<file path="src/rtl/noise_gate_pkg.sv">
`default_nettype none
// ============================================================================
//  Module      : noise_gate_pkg
//  Description : Shared types and helpers for the noise gate. Holds the gate
//                state encoding, the default gain resolution with its unity
//                constant, and the saturating absolute-value helper used by
//                the envelope follower.
//  Ports       : none (package)
//  Revision    : 1.0 - initial release
// ============================================================================
package noise_gate_pkg;

    // Default fractional bits of the gate gain.
    localparam int c_BITS_PER_LEVEL = 12;

    // Gate state encoding, fixed 3-bit width.
    typedef enum logic [2:0] {
        ST_CLOSED  = 3'd0,
        ST_ATTACK  = 3'd1,
        ST_OPEN    = 3'd2,
        ST_HOLD    = 3'd3,
        ST_RELEASE = 3'd4
    } gate_state_t;

    // Unity gain for a given number of fractional bits.
    function automatic int gain_unity(input int bits);
        return 1 << bits;
    endfunction

    localparam int c_UNITY = gain_unity(c_BITS_PER_LEVEL);

    // |x| on a signed 16-bit sample; -32768 has no positive counterpart and
    // saturates to 32767 so the envelope stays a clean unsigned 16-bit value.
    function automatic logic [15:0] abs_sat16(input logic signed [15:0] x);
        logic [15:0] r;
        if (x == 16'sh8000) begin
            r = 16'h7FFF;
        end else if (x < 0) begin
            r = $unsigned(-x);
        end else begin
            r = $unsigned(x);
        end
        return r;
    endfunction

endpackage
`default_nettype wire

</file>
<file path="src/rtl/noise_gate_if.sv">
`default_nettype none
// ============================================================================
//  Module      : noise_gate_if
//  Description : Sample stream bundle around the noise gate: strobed input
//                sample, strobed gated output sample and the gate status.
//  Ports       : in_valid / in_signal   - sample strobe and signed sample
//                out_valid / out_signal - output strobe and gated sample
//                gate_open              - registered gate status
//                modport master: drives the input sample, observes outputs
//                modport slave : the gate itself
//  Revision    : 1.0 - initial release
// ============================================================================
interface noise_gate_if;

    logic               in_valid;
    logic signed [15:0] in_signal;
    logic               out_valid;
    logic signed [15:0] out_signal;
    logic               gate_open;

    modport master (
        output in_valid,
        output in_signal,
        input  out_valid,
        input  out_signal,
        input  gate_open
    );

    modport slave (
        input  in_valid,
        input  in_signal,
        output out_valid,
        output out_signal,
        output gate_open
    );

endinterface
`default_nettype wire

</file>
<file path="src/rtl/noise_gate_envelope.sv">
`default_nettype none
// ============================================================================
//  Module      : envelope_follower
//  Description : Peak envelope tracker. The envelope jumps instantly to the
//                sample magnitude and decays exponentially by
//                env >> DECAY_SHIFT per accepted sample.
//  Ports       : clk, rst    - clock, asynchronous active-high reset
//                in_valid    - sample strobe; envelope register updates only
//                              on strobe cycles
//                in_signal   - signed 16-bit sample
//                env_next    - envelope value for the current sample
//                              (combinational, valid while in_valid is high)
//  Revision    : 1.0 - initial release
// ============================================================================
module envelope_follower
    import noise_gate_pkg::*;
#(
    parameter int DECAY_SHIFT = 4
) (
    input  wire               clk,
    input  wire               rst,
    input  wire               in_valid,
    input  wire signed [15:0] in_signal,
    output logic       [15:0] env_next
);

    logic [15:0] r_env;
    logic [15:0] w_mag;
    logic [15:0] w_decayed;

    assign w_mag     = abs_sat16(in_signal);
    // Never underflows: the subtracted term is at most r_env itself.
    assign w_decayed = r_env - (r_env >> DECAY_SHIFT);
    assign env_next  = (w_mag > w_decayed) ? w_mag : w_decayed;

    always_ff @(posedge clk or posedge rst) begin
        if (rst) begin
            r_env <= '0;
        end else if (in_valid) begin
            r_env <= env_next;
        end
    end

endmodule
`default_nettype wire

</file>
<file path="src/rtl/noise_gate.sv">
`default_nettype none
// ============================================================================
//  Module      : noise_gate
//  Description : Sample-strobed noise gate ahead of the distortion stage.
//                A peak envelope drives a CLOSED/ATTACK/OPEN/HOLD/RELEASE
//                state machine that ramps a fixed-point gain; each accepted
//                sample is scaled by the new gain and registered.
//  Ports       : clk, rst      - clock, asynchronous active-high reset
//                bus (slave)   - in_valid/in_signal in,
//                                out_valid/out_signal/gate_open out
//                thr_open      - envelope level that opens the gate
//                thr_close     - envelope level below which closing starts
//                hold_samples  - samples held open after env < thr_close
//                attack_step   - gain increment per sample while attacking
//                release_step  - gain decrement per sample while releasing
//  Revision    : 1.0 - initial release
// ============================================================================
module noise_gate
    import noise_gate_pkg::*;
#(
    parameter int BITS_PER_LEVEL = c_BITS_PER_LEVEL,
    parameter int DECAY_SHIFT    = 4,
    parameter int HOLD_WIDTH     = 16
) (
    input  wire                  clk,
    input  wire                  rst,
    noise_gate_if.slave          bus,
    input  wire [15:0]           thr_open,
    input  wire [15:0]           thr_close,
    input  wire [HOLD_WIDTH-1:0] hold_samples,
    input  wire [15:0]           attack_step,
    input  wire [15:0]           release_step
);

    // Gain spans 0..unity inclusive, so one bit above the fraction.
    localparam int c_GW = BITS_PER_LEVEL + 1;
    // Step arithmetic width: wide enough for gain + 16-bit step without wrap.
    localparam int c_SW = ((c_GW > 16) ? c_GW : 16) + 1;
    localparam logic [c_GW-1:0] c_GAIN_ONE = c_GW'(gain_unity(BITS_PER_LEVEL));

    gate_state_t            r_state;
    gate_state_t            w_state_next;
    logic [c_GW-1:0]        r_gain;
    logic [c_GW-1:0]        w_gain_next;
    logic [HOLD_WIDTH-1:0]  r_hold_cnt;
    logic [HOLD_WIDTH-1:0]  w_hold_next;

    logic [15:0]            w_env_next;
    logic                   w_above_open;
    logic                   w_below_close;

    logic [c_SW-1:0]        w_gain_sum;
    logic [c_GW-1:0]        w_gain_inc;
    logic [c_GW-1:0]        w_gain_dec;

    logic signed [31:0]     w_sample_ext;
    logic signed [31:0]     w_gain_ext;
    logic signed [31:0]     w_product;
    logic signed [15:0]     w_out_next;

    logic                   r_out_valid;
    logic signed [15:0]     r_out_signal;
    logic                   r_gate_open;

    // ------------------------------------------------------------------
    // Envelope
    // ------------------------------------------------------------------
    envelope_follower #(
        .DECAY_SHIFT (DECAY_SHIFT)
    ) u_env (
        .clk       (clk),
        .rst       (rst),
        .in_valid  (bus.in_valid),
        .in_signal (bus.in_signal),
        .env_next  (w_env_next)
    );

    // Decisions look at this sample's envelope, not last sample's.
    assign w_above_open  = (w_env_next >= thr_open);
    assign w_below_close = (w_env_next <  thr_close);

    // ------------------------------------------------------------------
    // Gain ramp candidates (saturating at unity and at zero)
    // ------------------------------------------------------------------
    assign w_gain_sum = c_SW'(r_gain) + c_SW'(attack_step);
    assign w_gain_inc = (w_gain_sum >= c_SW'(c_GAIN_ONE)) ? c_GAIN_ONE
                                                          : w_gain_sum[c_GW-1:0];
    assign w_gain_dec = (c_SW'(release_step) >= c_SW'(r_gain))
                        ? '0
                        : c_GW'(c_SW'(r_gain) - c_SW'(release_step));

    // ------------------------------------------------------------------
    // State machine: next state, next gain, next hold count
    // ------------------------------------------------------------------
    always_comb begin
        w_state_next = r_state;
        w_gain_next  = r_gain;
        w_hold_next  = r_hold_cnt;

        unique case (r_state)
            ST_CLOSED: begin
                if (w_above_open) begin
                    w_state_next = ST_ATTACK;
                    w_gain_next  = w_gain_inc;
                end
            end

            ST_ATTACK: begin
                if (w_below_close) begin
                    // Gain is left where it is; RELEASE ramps it down next.
                    w_state_next = ST_RELEASE;
                end else begin
                    w_gain_next = w_gain_inc;
                    if (w_gain_inc == c_GAIN_ONE) begin
                        w_state_next = ST_OPEN;
                    end
                end
            end

            ST_OPEN: begin
                w_gain_next = c_GAIN_ONE;
                if (w_below_close) begin
                    if (hold_samples == '0) begin
                        // No hold time: the first decrement lands this sample.
                        w_state_next = ST_RELEASE;
                        w_gain_next  = w_gain_dec;
                    end else begin
                        w_state_next = ST_HOLD;
                        w_hold_next  = hold_samples;
                    end
                end
            end

            ST_HOLD: begin
                w_gain_next = c_GAIN_ONE;
                if (!w_below_close) begin
                    w_state_next = ST_OPEN;
                end else begin
                    w_hold_next = r_hold_cnt - HOLD_WIDTH'(1);
                    // Counter hits zero this sample: switch state, but the
                    // gain stays at unity until the next sample.
                    if (r_hold_cnt <= HOLD_WIDTH'(1)) begin
                        w_hold_next  = '0;
                        w_state_next = ST_RELEASE;
                    end
                end
            end

            ST_RELEASE: begin
                if (w_above_open) begin
                    // Re-trigger ramps up from wherever the gain currently is.
                    w_state_next = ST_ATTACK;
                    w_gain_next  = w_gain_inc;
                end else begin
                    w_gain_next = w_gain_dec;
                    if (w_gain_dec == '0) begin
                        w_state_next = ST_CLOSED;
                    end
                end
            end

            default: begin
                w_state_next = ST_CLOSED;
                w_gain_next  = '0;
                w_hold_next  = '0;
            end
        endcase
    end

    // ------------------------------------------------------------------
    // Gain multiply: 32-bit signed product, arithmetic shift (floor).
    // Gain never exceeds unity, so the shifted result fits in 16 bits.
    // ------------------------------------------------------------------
    assign w_sample_ext = 32'(bus.in_signal);
    assign w_gain_ext   = 32'(w_gain_next);
    assign w_product    = w_sample_ext * w_gain_ext;
    assign w_out_next   = 16'(w_product >>> BITS_PER_LEVEL);

    // ------------------------------------------------------------------
    // Registers
    // ------------------------------------------------------------------
    always_ff @(posedge clk or posedge rst) begin
        if (rst) begin
            r_state    <= ST_CLOSED;
            r_gain     <= '0;
            r_hold_cnt <= '0;
        end else if (bus.in_valid) begin
            r_state    <= w_state_next;
            r_gain     <= w_gain_next;
            r_hold_cnt <= w_hold_next;
        end
    end

    always_ff @(posedge clk or posedge rst) begin
        if (rst) begin
            r_out_valid  <= 1'b0;
            r_out_signal <= '0;
            r_gate_open  <= 1'b0;
        end else begin
            r_out_valid <= bus.in_valid;
            if (bus.in_valid) begin
                r_out_signal <= w_out_next;
                r_gate_open  <= (w_state_next != ST_CLOSED);
            end
        end
    end

    assign bus.out_valid  = r_out_valid;
    assign bus.out_signal = r_out_signal;
    assign bus.gate_open  = r_gate_open;

endmodule
`default_nettype wire
</file>
<file path="src/flat_wrapper.sv">
// flat-port wrapper written by rule: the top's interface ports become plain ports
module noise_gate_flat import noise_gate_pkg::*;
#(
    parameter int BITS_PER_LEVEL = c_BITS_PER_LEVEL,
    parameter int DECAY_SHIFT    = 4,
    parameter int HOLD_WIDTH     = 16
)
  (clk, rst, thr_open, thr_close, hold_samples, attack_step, release_step, bus_in_valid, bus_in_signal, bus_out_valid, bus_out_signal, bus_gate_open);
  noise_gate_if bus_i ();
  input  wire clk;
  input  wire rst;
  input  wire [15:0] thr_open;
  input  wire [15:0] thr_close;
  input  wire [HOLD_WIDTH-1:0] hold_samples;
  input  wire [15:0] attack_step;
  input  wire [15:0] release_step;
  input wire logic [$bits(bus_i.in_valid)-1:0] bus_in_valid;
  input wire logic [$bits(bus_i.in_signal)-1:0] bus_in_signal;
  output wire logic [$bits(bus_i.out_valid)-1:0] bus_out_valid;
  output wire logic [$bits(bus_i.out_signal)-1:0] bus_out_signal;
  output wire logic [$bits(bus_i.gate_open)-1:0] bus_gate_open;
  assign bus_i.in_valid = bus_in_valid;
  assign bus_i.in_signal = bus_in_signal;
  assign bus_out_valid = bus_i.out_valid;
  assign bus_out_signal = bus_i.out_signal;
  assign bus_gate_open = bus_i.gate_open;
  noise_gate #(.BITS_PER_LEVEL(BITS_PER_LEVEL), .DECAY_SHIFT(DECAY_SHIFT), .HOLD_WIDTH(HOLD_WIDTH)) u_core (.clk(clk), .rst(rst), .bus(bus_i), .thr_open(thr_open), .thr_close(thr_close), .hold_samples(hold_samples), .attack_step(attack_step), .release_step(release_step));
endmodule
</file>
<file path="config.mk">
export PLATFORM = sky130hd
export DESIGN_NAME = noise_gate_flat
export DESIGN_NICKNAME = d
export VERILOG_FILES = /design/src/rtl/noise_gate_pkg.sv /design/src/rtl/noise_gate_if.sv /design/src/rtl/noise_gate_envelope.sv /design/src/rtl/noise_gate.sv /design/src/flat_wrapper.sv
export SDC_FILE = /design/constraint.sdc
export NUM_CORES = 1
export LEC_CHECK = 0
export BUFFER_PORTS_ARGS = -buffer_cell sky130_fd_sc_hd__clkbuf_2
export CAP_MARGIN = 20
export CORE_AREA = 5 5 169 171
export CTS_BUF_LIST = sky130_fd_sc_hd__clkbuf_16
export DETAILED_ROUTE_END_ITERATION = 10
export DIE_AREA = 0 0 174 176
export PLACE_DENSITY = 0.74
export SLEW_MARGIN = 0
export SYNTH_ARGS = -nofsm -noshare
export SYNTH_HDL_FRONTEND = slang
export SYNTH_SLANG_ARGS = --single-unit
</file>
<file path="constraint.sdc">
create_clock -name clk -period 15.89 [get_ports clk]
set_input_delay 0.7945 -clock clk [delete_from_list [all_inputs] [get_ports clk]]
set_output_delay 0.7945 -clock clk [all_outputs]
set_load 0.02 [all_outputs]
</file>
==> results_dict.tcl <==
set metrics [dict create \
    clock_latency_ps 350 \
    dpl.hpwl_um 31700 \
    num_rows 60 \
    avgSynthCellArea_sq_um 8.34 \
    min_period_ps 14540 \
    cp_max_fo 28 \
    routed_wl_um 39300 \
    post-place-cells 2171 \
    final_cell_count_no_fill 2188 \
    cts_buffer_depth 2 \
    route.detailed.drc 0 \
    yosys_warnings 0 \
    end_kind "register" \
    clock.fmax_ghz 0.0688 \
    synth_top_area_cell "fa_1" \
    clock_sinks 66 \
    ys.flop_type "dfrtp_1" \
    ys_seq_area_share_pct 11.2 \
    grt_max_degree 76 \
    status "finished clean" \
    vias_per_cell 5.82 \
    vdd_drop_max_mv 0.0964 \
    slew_violations 0 \
    postRouteAntennaNets 0 \
    synth_cell_types 85 \
    setup_viol 0 \
    cts_tree "done" \
    ioPinCount 117 \
    skew_ps 12.7 \
    overflow 0 \
    drt_iter0_markers 937 \
    drive_above_1_share_pct 10.0 \
    final-hold-violation-count 0 \
    cp_slowest_cell "a31oi_4" \
    synth_nets 2229 \
    min_path_type "register to register" \
    synth_top_cell_area_share_pct 26.3 \
    crit_type "register to register" \
    slowest_delay_ps 610 \
    rsz0062_at_grt "no" \
    synth_cells 1769 \
    dr.pass1.iters 5 \
    vias 12700 \
    die_y_um 176 \
    cts_buffers 9 \
    grt_first_pass_wirelength_um 65000 \
    antenna_found_initial 0 \
    pwr_density_cell_nw_per_um2 195 \
    worstPathArrival_ps 14780 \
    start_util_pct 55.2 \
    design.core.area_sq_um 26700 \
    diodes 0 \
    wl_per_cell_um 18.0 \
    ys_top_cells_by_area "fa_1 (26%), ha_1 (14%), dfrtp_1 (11%)" \
    synth_seq_cells 66 \
    htreeDepth 3 \
    leakage_nw 8.27 \
    yosysMostFrequentCell "inv_1" \
    dieArea_sq_um 30600 \
    post-cts-setup-buffers 0 \
    cp-start-kind "register" \
    gp_congestion 0.935 \
    track_usage_pct 26.1 \
    port_buffers 116 \
    worst_slew_pin_slew_ps 930 \
    async_flop_share_pct 100 \
    final-seq-area_sq_um 1650 \
    cap_violations 0 \
    synth_edf_count 0 \
    min_period_over_period_pct 91.5 \
    power_mw 3.11 \
    ys_top_cells_by_count "inv_1 (315), nand2_1 (214), fa_1 (194), ha_1 (167), o21ai_0 (102)" \
    cts_hold_buf 0 \
    grt_pass1_vias 13000 \
    die_w_um 174 \
    cpMostUsedCell "a21oi_1" \
    crit_required_ps 16130 \
    area_delta_synth_final_pct 7.85 \
    root_buffer "clkbuf_16" \
    fin_nets 2302 \
    mappedNetlistArea_sq_um 14800 \
    clk_pin_slew_ps 60 \
    n_fill_cell 2372 \
    relSlewSlack_pct 38.0 \
    multi_input_area_sq_um 11700 \
    tns_ps 0 \
]
==> critical path: cells and delay by family, from the launching register on <==
kind / cells / cell delay [ps]
multiplexers: 1 / 260
XOR/XNOR: 2 / 200
adder cells (fa/ha/maj): 11 / 4550
AND/OR/NAND/NOR: 9 / 2460
flip-flops: 1 / 370
AO/OA/AOI/OAI: 25 / 6310
buffers and inverters: 5 / 280
==> report_power, final <==
part	internal [mW]	total (mW)	switching (mW)
combinational	1.02	2.57	1.55
sequential	0.243	0.305	0.0618
clock	0.139	0.230	0.0909
==> logic make-up after synthesis <==
| kind of cell | synth area share, % |
|---|---|
| buf+inv | 9.64 |
| flops | 11.2 |
| fa+ha+maj | 40.5 |
| mux | 1.22 |
| compound gates | 16.6 |
| xor+xnor | 3.68 |
| simple gates | 17.1 |
==> cell type report <==
type                       count  share of cell area, %
clock buffer                   9                   1.42
clock inverter                 7                  0.629
inverter                     318                   7.50
multi-input combinational   1324                   73.4
sequential                    66                   10.4
tap                          341                   2.68
timing repair buffer         123                   3.98
==> cells in the final DEF, fill, tap and decap left out, types with 11 or more instances in the layout <==
| cell type | synthesis | layout |
|---|---|---|
| a211oi_1 | 11 | 11 |
| fa_1 | 194 | 194 |
| xnor2_1 | 41 | 41 |
| a21o_1 | 24 | 24 |
| o211ai_1 | 14 | 14 |
| nand2_1 | 214 | 214 |
| o21a_1 | 13 | 13 |
| inv_1 | 315 | 314 |
| nor2_1 | 57 | 57 |
| nand4_1 | 14 | 14 |
| o21ai_0 | 102 | 102 |
| nor4_1 | 15 | 15 |
| nor2b_1 | 19 | 18 |
| ha_1 | 167 | 167 |
| a31oi_1 | 21 | 21 |
| a21oi_1 | 97 | 97 |
| clkbuf_2 | 0 | 116 |
| xor2_1 | 21 | 21 |
| nor3_1 | 24 | 24 |
| and2_1 | 91 | 91 |
| dfrtp_1 | 66 | 66 |
| mux2_2 | 12 | 12 |
| and3_1 | 11 | 11 |
| nand3_1 | 23 | 23 |
==> through the flow <==
stage / utilization, % / area [sq um] / hold slack, ps / setup slack, ps
2_1_floorplan: - / 14800 / 470 / 3060
3_3_place_gp: 58.3 / 15600 / 465 / 1800
3_5_place_dp: 58.3 / 15600 / 469 / 1390
4_1_cts: 59.5 / 15900 / 483 / 1280
5_1_grt: 59.5 / 15900 / 506 / 207
6_report: 59.5 / 15900 / 482 / 1350
==> registers in the layout (all words and copies together), names as in the netlist <==
| name | cells |
|---|---|
| u_core.r_gain | 13 |
| u_core.bus.out_signal | 16 |
| u_core.bus.out_valid | 1 |
| u_core.bus.gate_open | 1 |
| u_core.r_hold_cnt | 16 |
| u_core.u_env.r_env | 16 |
| u_core.r_state | 3 |
==> layer usage <==
layer	GRT usage (%)	share of wire (%)	vias up
met5	0	0	-
li1	-	-	5986
met4	9.77	3.6	0
met3	4.24	7.0	93
met1	33.7	42	6155
met2	44.4	48	494
==> path summary, 6_finish.rpt <==
| kind | from | to | slack (ps) | cells after the start |
|---|---|---|---|---|
| hold / removal | u_core.bus.out_signal[8] | u_core.bus.out_signal[8] | 480 | 2 |
| max in group asynchronous | rst | u_core.bus.out_signal[8] | 14570 | 3 |
| setup reg to reg | u_core.u_env.r_env[0] | u_core.bus.out_signal[14] | 1350 | 53 |
| setup / recovery | u_core.u_env.r_env[0] | u_core.bus.out_signal[14] | 1350 | 53 |
| min in group asynchronous | rst | u_core.r_hold_cnt[10] | 710 | 3 |
| hold reg to reg | u_core.bus.out_signal[8] | u_core.bus.out_signal[8] | 480 | 2 |
==> what timing repair did <==
item	4_1_cts	5_1_grt
resized for setup	0	1
endpoints found under the setup margin	0	2
hold endpoints to repair	0	0
No activity file was read; power rests on OpenSTA's default activity.
